**src/rtl/pistorm_pkg.sv**
```systemverilog
// Shared definitions for the Pi-side transaction queue: register map,
// STATUS/command bit positions, FIFO geometry and the queued entry record.
package pistorm_pkg;

    // Pi register select values
    localparam logic [1:0] REG_DATA    = 2'd0;
    localparam logic [1:0] REG_ADDR_LO = 2'd1;
    localparam logic [1:0] REG_ADDR_HI = 2'd2;
    localparam logic [1:0] REG_STATUS  = 2'd3;

    // STATUS read-back bit positions
    localparam int STAT_BUSY_BIT  = 15;
    localparam int STAT_FULL_BIT  = 14;
    localparam int STAT_OVF_BIT   = 13;
    localparam int STAT_LEVEL_LSB = 10;

    // Bits of the ADDR_HI write word that describe the cycle
    localparam int CMD_BYTE_BIT = 8;
    localparam int CMD_RW_BIT   = 9;

    // STATUS write bit that clears the sticky overflow flag
    localparam int CTRL_CLR_OVF_BIT = 13;

    // FIFO geometry
    localparam int FIFO_DEPTH = 4;
    localparam int FIFO_AW    = 2;
    localparam int LEVEL_W    = 3;

    // One queued 68k bus cycle (43 bits)
    typedef struct packed {
        logic [23:0] addr;
        logic [15:0] wdata;
        logic        rw;     // 1 = read
        logic        uds_n;
        logic        lds_n;
    } txn_entry_t;

    typedef enum logic {
        ST_IDLE = 1'b0,
        ST_REQ  = 1'b1
    } txn_state_e;

    // Debug view of the control block
    typedef struct packed {
        txn_state_e  state;
        logic [1:0]  rd_sync;
        logic [1:0]  wr_sync;
    } txn_dbg_t;

    // Data strobes {uds_n, lds_n}: word cycles drive both lanes, byte cycles
    // pick the upper lane for even addresses and the lower lane for odd ones.
    function automatic logic [1:0] lane_strobes(input logic byte_op, input logic a0);
        logic [1:0] s;
        if (byte_op) s = {a0, ~a0};
        else         s = 2'b00;
        return s;
    endfunction

endpackage

```
**src/rtl/txn_fifo.sv**
```systemverilog
// Four-entry storage for queued bus cycles. A push while full is only taken
// when a pop happens on the same edge; otherwise it is silently dropped and
// the caller is expected to flag the overflow.
module txn_fifo
    import pistorm_pkg::*;
(
    input  logic               clk,
    input  logic               rst,
    input  logic               push,
    input  txn_entry_t         push_data,
    input  logic               pop,
    output txn_entry_t         head,
    output logic               full,
    output logic               empty,
    output logic [LEVEL_W-1:0] level
);

    txn_entry_t         mem [FIFO_DEPTH];
    logic [FIFO_AW-1:0] wr_ptr;
    logic [FIFO_AW-1:0] rd_ptr;
    logic               do_push;
    logic               do_pop;

    assign full    = (level == LEVEL_W'(FIFO_DEPTH));
    assign empty   = (level == '0);
    assign do_pop  = pop && !empty;
    assign do_push = push && (!full || do_pop);
    assign head    = mem[rd_ptr];

    // Storage, pointers (wrap modulo 4 by width) and occupancy count
    always_ff @(posedge clk or posedge rst) begin
        if (rst) begin
            for (int i = 0; i < FIFO_DEPTH; i++) mem[i] <= '0;
            wr_ptr <= '0;
            rd_ptr <= '0;
            level  <= '0;
        end else begin
            if (do_push) begin
                mem[wr_ptr] <= push_data;
                wr_ptr      <= wr_ptr + 1'b1;
            end
            if (do_pop) rd_ptr <= rd_ptr + 1'b1;
            case ({do_push, do_pop})
                2'b10:   level <= level + 1'b1;
                2'b01:   level <= level - 1'b1;
                default: level <= level;
            endcase
        end
    end

endmodule

```
**src/rtl/pi_txn_queue.sv**
```systemverilog
// Pi-facing register file that turns Pi strobe writes into queued 68k bus
// cycles and issues them one at a time over the OP_REQ/OP_ACK handshake.
//
// Handshake: OP_REQ rises with the head entry on OP_ADDR/OP_WDATA/OP_RW/
// OP_UDS_n/OP_LDS_n and holds all of them stable until a single-cycle OP_ACK;
// the entry is popped on the ACK edge and OP_REQ drops on that same edge.
// OP_RDATA is only meaningful in the ACK cycle. ACK while idle is ignored.
module pi_txn_queue
    import pistorm_pkg::*;
(
    input  logic        PI_CLK,
    input  logic        RST,
    input  logic [1:0]  PI_A,
    input  logic        PI_RD,
    input  logic        PI_WR,
    input  logic [15:0] PI_D_IN,
    output logic [15:0] PI_D_OUT,
    output logic        PI_D_OE,
    output logic        PI_TXN_IN_PROGRESS,
    output logic        OP_REQ,
    input  logic        OP_ACK,
    output logic [23:0] OP_ADDR,
    output logic [15:0] OP_WDATA,
    output logic        OP_RW,
    output logic        OP_UDS_n,
    output logic        OP_LDS_n,
    input  logic [15:0] OP_RDATA,
    output logic [15:0] CTRL,
    output txn_dbg_t    dbg
);

    logic [1:0]         rd_sync;
    logic [1:0]         wr_sync;
    logic               wr_rise;
    logic [15:0]        wdata_hold;
    logic [15:0]        addr_hold;
    logic               overflow;
    logic [15:0]        rdata_reg;
    txn_state_e         state;

    txn_entry_t         push_entry;
    txn_entry_t         fifo_head;
    logic               fifo_push;
    logic               fifo_pop;
    logic               fifo_full;
    logic               fifo_empty;
    logic [LEVEL_W-1:0] fifo_level;

    // Pi strobes are asynchronous: two flops each, rising edge seen on the copy
    always_ff @(posedge PI_CLK or posedge RST) begin
        if (RST) begin
            rd_sync <= '0;
            wr_sync <= '0;
        end else begin
            rd_sync <= {rd_sync[0], PI_RD};
            wr_sync <= {wr_sync[0], PI_WR};
        end
    end

    assign wr_rise   = !wr_sync[1] && wr_sync[0];
    assign fifo_push = wr_rise && (PI_A == REG_ADDR_HI);
    assign fifo_pop  = (state == ST_REQ) && OP_ACK;

    // Assemble the entry described by an ADDR_HI write
    always_comb begin
        push_entry       = '0;
        push_entry.addr  = {PI_D_IN[7:0], addr_hold};
        push_entry.wdata = wdata_hold;
        push_entry.rw    = PI_D_IN[CMD_RW_BIT];
        {push_entry.uds_n, push_entry.lds_n} = lane_strobes(PI_D_IN[CMD_BYTE_BIT], addr_hold[0]);
    end

    txn_fifo u_fifo (
        .clk       (PI_CLK),
        .rst       (RST),
        .push      (fifo_push),
        .push_data (push_entry),
        .pop       (fifo_pop),
        .head      (fifo_head),
        .full      (fifo_full),
        .empty     (fifo_empty),
        .level     (fifo_level)
    );

    // Pi register writes: holding registers, CTRL and sticky overflow
    always_ff @(posedge PI_CLK or posedge RST) begin
        if (RST) begin
            wdata_hold <= '0;
            addr_hold  <= '0;
            CTRL       <= '0;
            overflow   <= 1'b0;
        end else if (wr_rise) begin
            case (PI_A)
                REG_DATA:    wdata_hold <= PI_D_IN;
                REG_ADDR_LO: addr_hold  <= PI_D_IN;
                REG_ADDR_HI: if (fifo_full && !fifo_pop) overflow <= 1'b1;
                REG_STATUS: begin
                    CTRL <= PI_D_IN;
                    if (PI_D_IN[CTRL_CLR_OVF_BIT]) overflow <= 1'b0;
                end
                default: ;
            endcase
        end
    end

    // Issue FSM: latch the head into the OP_* registers and wait for ACK
    always_ff @(posedge PI_CLK or posedge RST) begin
        if (RST) begin
            state     <= ST_IDLE;
            OP_REQ    <= 1'b0;
            OP_ADDR   <= '0;
            OP_WDATA  <= '0;
            OP_RW     <= 1'b1;
            OP_UDS_n  <= 1'b1;
            OP_LDS_n  <= 1'b1;
            rdata_reg <= '0;
        end else begin
            case (state)
                ST_IDLE: begin
                    if (!fifo_empty) begin
                        state    <= ST_REQ;
                        OP_REQ   <= 1'b1;
                        OP_ADDR  <= fifo_head.addr;
                        OP_WDATA <= fifo_head.wdata;
                        OP_RW    <= fifo_head.rw;
                        OP_UDS_n <= fifo_head.uds_n;
                        OP_LDS_n <= fifo_head.lds_n;
                    end
                end
                ST_REQ: begin
                    if (OP_ACK) begin
                        state  <= ST_IDLE;
                        OP_REQ <= 1'b0;
                        if (OP_RW) rdata_reg <= OP_RDATA;
                    end
                end
                default: state <= ST_IDLE;
            endcase
        end
    end

    // Registered busy indication for the Pi
    always_ff @(posedge PI_CLK or posedge RST) begin
        if (RST) PI_TXN_IN_PROGRESS <= 1'b0;
        else     PI_TXN_IN_PROGRESS <= (fifo_level != '0) || (state == ST_REQ);
    end

    assign PI_D_OE = PI_RD && ((PI_A == REG_DATA) || (PI_A == REG_STATUS));

    // Pi read mux
    always_comb begin
        PI_D_OUT = '0;
        case (PI_A)
            REG_DATA:   PI_D_OUT = rdata_reg;
            REG_STATUS: PI_D_OUT = {PI_TXN_IN_PROGRESS, fifo_full, overflow, fifo_level, 10'b0};
            default:    PI_D_OUT = '0;
        endcase
    end

    // Debug view
    always_comb begin
        dbg         = '0;
        dbg.state   = state;
        dbg.rd_sync = rd_sync;
        dbg.wr_sync = wr_sync;
    end

endmodule
```
**config.mk**
```make
export PLATFORM = sky130hd
export DESIGN_NAME = pi_txn_queue
export DESIGN_NICKNAME = d
export VERILOG_FILES = /design/src/rtl/pistorm_pkg.sv /design/src/rtl/txn_fifo.sv /design/src/rtl/pi_txn_queue.sv
export SDC_FILE = /design/constraint.sdc
export NUM_CORES = 1
export LEC_CHECK = 0
export ABC_CLOCK_PERIOD_IN_PS = 8600
export BUFFER_PORTS_ARGS = -buffer_cell sky130_fd_sc_hd__buf_2
export CORE_MARGIN = 2
export CORE_UTILIZATION = 35
export CTS_BUF_LIST = sky130_fd_sc_hd__clkbuf_4 sky130_fd_sc_hd__clkbuf_8 sky130_fd_sc_hd__clkbuf_16
export CTS_CLUSTER_DIAMETER = 80
export DETAILED_ROUTE_END_ITERATION = 7
export PLACE_DENSITY_LB_ADDON = 0.3
export SLEW_MARGIN = 20
export SYNTH_ARGS = -nofsm -noshare
export SYNTH_HDL_FRONTEND = slang
export SYNTH_SLANG_ARGS = --single-unit
```
**constraint.sdc**
```tcl
create_clock -name PI_CLK -period 8.6 [get_ports PI_CLK]
set_input_delay 0.43 -clock PI_CLK [delete_from_list [all_inputs] [get_ports PI_CLK]]
set_output_delay 0.43 -clock PI_CLK [all_outputs]
set_load 0.05 [all_outputs]
```
==> summary.md <==
| Metric | Value |
|---|---|
| First-pass iteration count of the detailed router | `4` |
| Final nets | `913` |
| Most common cell after layout, fill and taps aside | `dfrtp_1` |
| Die area | `0.0387 mm²` |
| Reg2reg setup slack | `6030 ps` |
| # Max-Cap Violations | `0` |
| Worst VDD drop | `0.161 mV` |
| Dpl hpwl | `16.2 mm` |
| First-pass GRT wire length | `44.1 mm` |
| Via count | `6644` |
| DR DRC count | `0` |
| Gate count after technology mapping | `743` |
| Final Cell Area | `0.0151 mm²` |
| CTS buffer count | `31` |
| Synth warnings | `0` |
| Final WS setup | `6030 ps` |
| Synth cell types | `31` |
| Post-CTS Resized | `0` |
| Hold_buf cts | `2` |
| Net Sw Power | `1.75 mW` |
| Commonest non-fill, non-tap cells in the layout | `dfrtp_1, mux2_4, buf_2` |
| Seq/Total Area, Yosys | `56.6%` |
| Max Fclk | `0.389 GHz` |
| CP Launch Type | `flop` |
| Clock buffer depth | `3` |
| Crit Path Max Fanout | `8` |
| CTS tree | `built` |
| Total GRT Usage | `14.6%` |
| RR Endpoint | `u_fifo.level[2]` |
| Syn_nets | `792` |
| #FFs+latches synth | `294` |
| Die height | `197 µm` |
| PortBufs | `121` |
| # Post-CTS Setup Buffers | `0` |
| Worst hold path type | `input pin to async pin` |
| Die Wd | `197 µm` |
| Part of the power in registers | `42.3%` |
| CTS H-tree depth | `1` |
| Crit. End Element | `flop` |
| Routed WL | `27.9 mm` |
| Worst EP required | `9070 ps` |
| Setup Skew | `14.3 ps` |
| Drt first-iter violations | `244` |
| Pre-CTS WS | `5960 ps` |
| Largest Register | `u_fifo.mem` |
| Area of the multi-input gates | `0.00531 mm²` |
| RSZ-0062 raised after global routing | `false` |
| Pleak | `7.03 nW` |
| Mapped Area | `0.0130 mm²` |
| Status | `complete, no violations` |
| Row count | `70` |
| Reg2Reg Launch Point | `state` |
| Storage cell area | `0.00737 mm²` |
| Initial Util | `35.6%` |
| I/O pin cnt | `122` |
| Clock transition at the registers of the reported paths | `60 ps` |
| Vias in the first global route | `7381` |
| Area grow syn2layout | `15.9%` |
| Core Region | `0.0366 mm²` |
| Pwr Density | `363 mW/mm²` |
| Area of placed instances | `0.0140 mm²` |
| Final TNS setup | `0 ps` |
| Kind of critical path | `flop to flop` |
| Worst-path cell chain | `a211oi_4 -> a211oi_1 -> inv_1 -> ha_1 -> inv_1 -> fa_1 -> xor2_1 -> nor2_1 -> xor2_1` |
| Layout cells sized above 1 | `58.6%` |
| Final ANT Viol Nets | `0` |
| Critical Path AT | `3040 ps` |
| Slew Viols, Final | `0` |
| Synth Area per Inst | `17.5 µm²` |
| Clock power share | `25.5%` |
| Largest register FFs | `172` |
| Largest net degree at the start of global routing | `162` |
| Worst slew margin | `30.2%` |
| Final Hold Fails | `0` |
| GRT overflow | `0` |
| Sw frac | `32.0%` |
| R2R depth | `9` |
| Fillers | `3390` |
| Comb pwr share | `32.3%` |
| Mean routed wirelength per cell | `20.6 µm` |
| Part of the cycle the worst path needs | `29.9%` |
| Min cycle time layout | `2570 ps` |
| Worst-Margin Slew | `1040 ps` |
| Cell Int Power | `3.73 mW` |
| # setup viols final | `0` |
| Top flop regs | `u_fifo.mem: 172 flops, OP_ADDR: 24 flops` |
| Worst skew pair latency | `550 ps` |
| DR vias/cell | `4.89` |
| CP max stage cell | `a211oi_4` |
| CTS root buf | `clkbuf_16` |
| CP peak stage delay | `620 ps` |
| Clock sink total | `294` |
| GP Congestion | `0.703` |
| Initial antenna violation count | `2` |
[worst max path at each step]
stage / end / start / cells past startpoint
final: u_fifo.level[2] / state / 9
after CTS: u_fifo.level[2] / state / 9
after global routing: u_fifo.level[2] / state / 9
after global placement: u_fifo.level[2] / OP_ACK / 10
after floorplan: CTRL[0] / RST / 1
after detailed placement: u_fifo.level[2] / OP_ACK / 10
[logic make-up (layout without fill, tap and decap cells)]
group | count (synthesis) | count (layout) | share of synthesized area, %
xor gates and xnor gates | 6 | 6 | 0.404
AOI/OAI and AO/OA | 19 | 19 | 1.60
adders and majority gates | 10 | 10 | 1.02
DFF | 294 | 294 | 56.6
other | 0 | 1 | 0
and+or+nand+nor | 36 | 36 | 1.37
muxes | 324 | 324 | 36.4
buffers and inverters | 54 | 200 | 2.70
[Yosys cell counts, drive strengths merged]
cell	number	area, µm²
mux4	43	968
mux2i	1	10.0
nor3	2	10.0
xor2	3	26.3
xnor2	3	26.3
and2	11	68.8
mux2	280	3750
nand3	1	5.00
nand2	8	30.0
buf	30	261
dfstp	3	78.8
a31oi	1	6.26
fa	1	20.0
nor2b	3	18.8
o311a	1	10.0
a32oi	1	8.76
inv	12	45.0
a311o	1	10.0
ha	9	113
a22oi	5	37.5
nand2b	2	12.5
clkbuf	12	45.0
nor2	9	33.8
dfrtp	291	7280
o21ai	1	5.00
a211oi	7	115
a21boi	2	15.0
[area by class of cell]
cell class | instances | area share (%)
clock buffers | 48 | 6.24
clock inverters | 10 | 0.904
inverters | 12 | 0.348
repair buffers | 130 | 4.58
flip-flops and latches | 294 | 48.8
multi-input cells | 395 | 35.2
diodes | 1 | 0.0166
well taps | 468 | 3.88
[critical path, delay by kind of cell (launching register included)]
kind,cells,cell delay (ps)
AO/OA/AOI/OAI,2,870
adder cells (fa/ha/maj),2,540
flip-flops,1,490
XOR/XNOR,2,310
buffers and inverters,2,160
AND/OR/NAND/NOR,1,120
[per-stage QoR]
step                instances  utilization [%]  power (mW)  hold slack, ps
detailed placement       1297             38.2        4.13             379
CTS                      1357             41.2        5.56            90.3
floorplan                 743                -        3.71             461
finish                   1358             41.2        5.48            85.6
global placement         1297             38.2        4.10             364
global route             1357             41.2        5.77            98.0
[routing by layer]
metal | GRT usage, % | up-vias | share of wire [%]
li1 | - | 2942 | -
met3 | 2.57 | 29 | 3.9
met2 | 23.7 | 122 | 47
met4 | 2.65 | 2 | 1.4
met1 | 20.8 | 3549 | 47
met5 | 0 | - | 0.025
[power groups by stage]
stage | Combinational [mW] | Sequential [mW] | Clock (mW)
2_1_floorplan | 1.27 | 2.43 | 0
3_3_place_gp | 1.77 | 2.33 | 0
3_5_place_dp | 1.80 | 2.34 | 0
4_1_cts | 1.80 | 2.33 | 1.43
5_1_grt | 1.88 | 2.40 | 1.49
6_report | 1.77 | 2.32 | 1.40
Note: power is estimated with default switching activity, not from simulation.
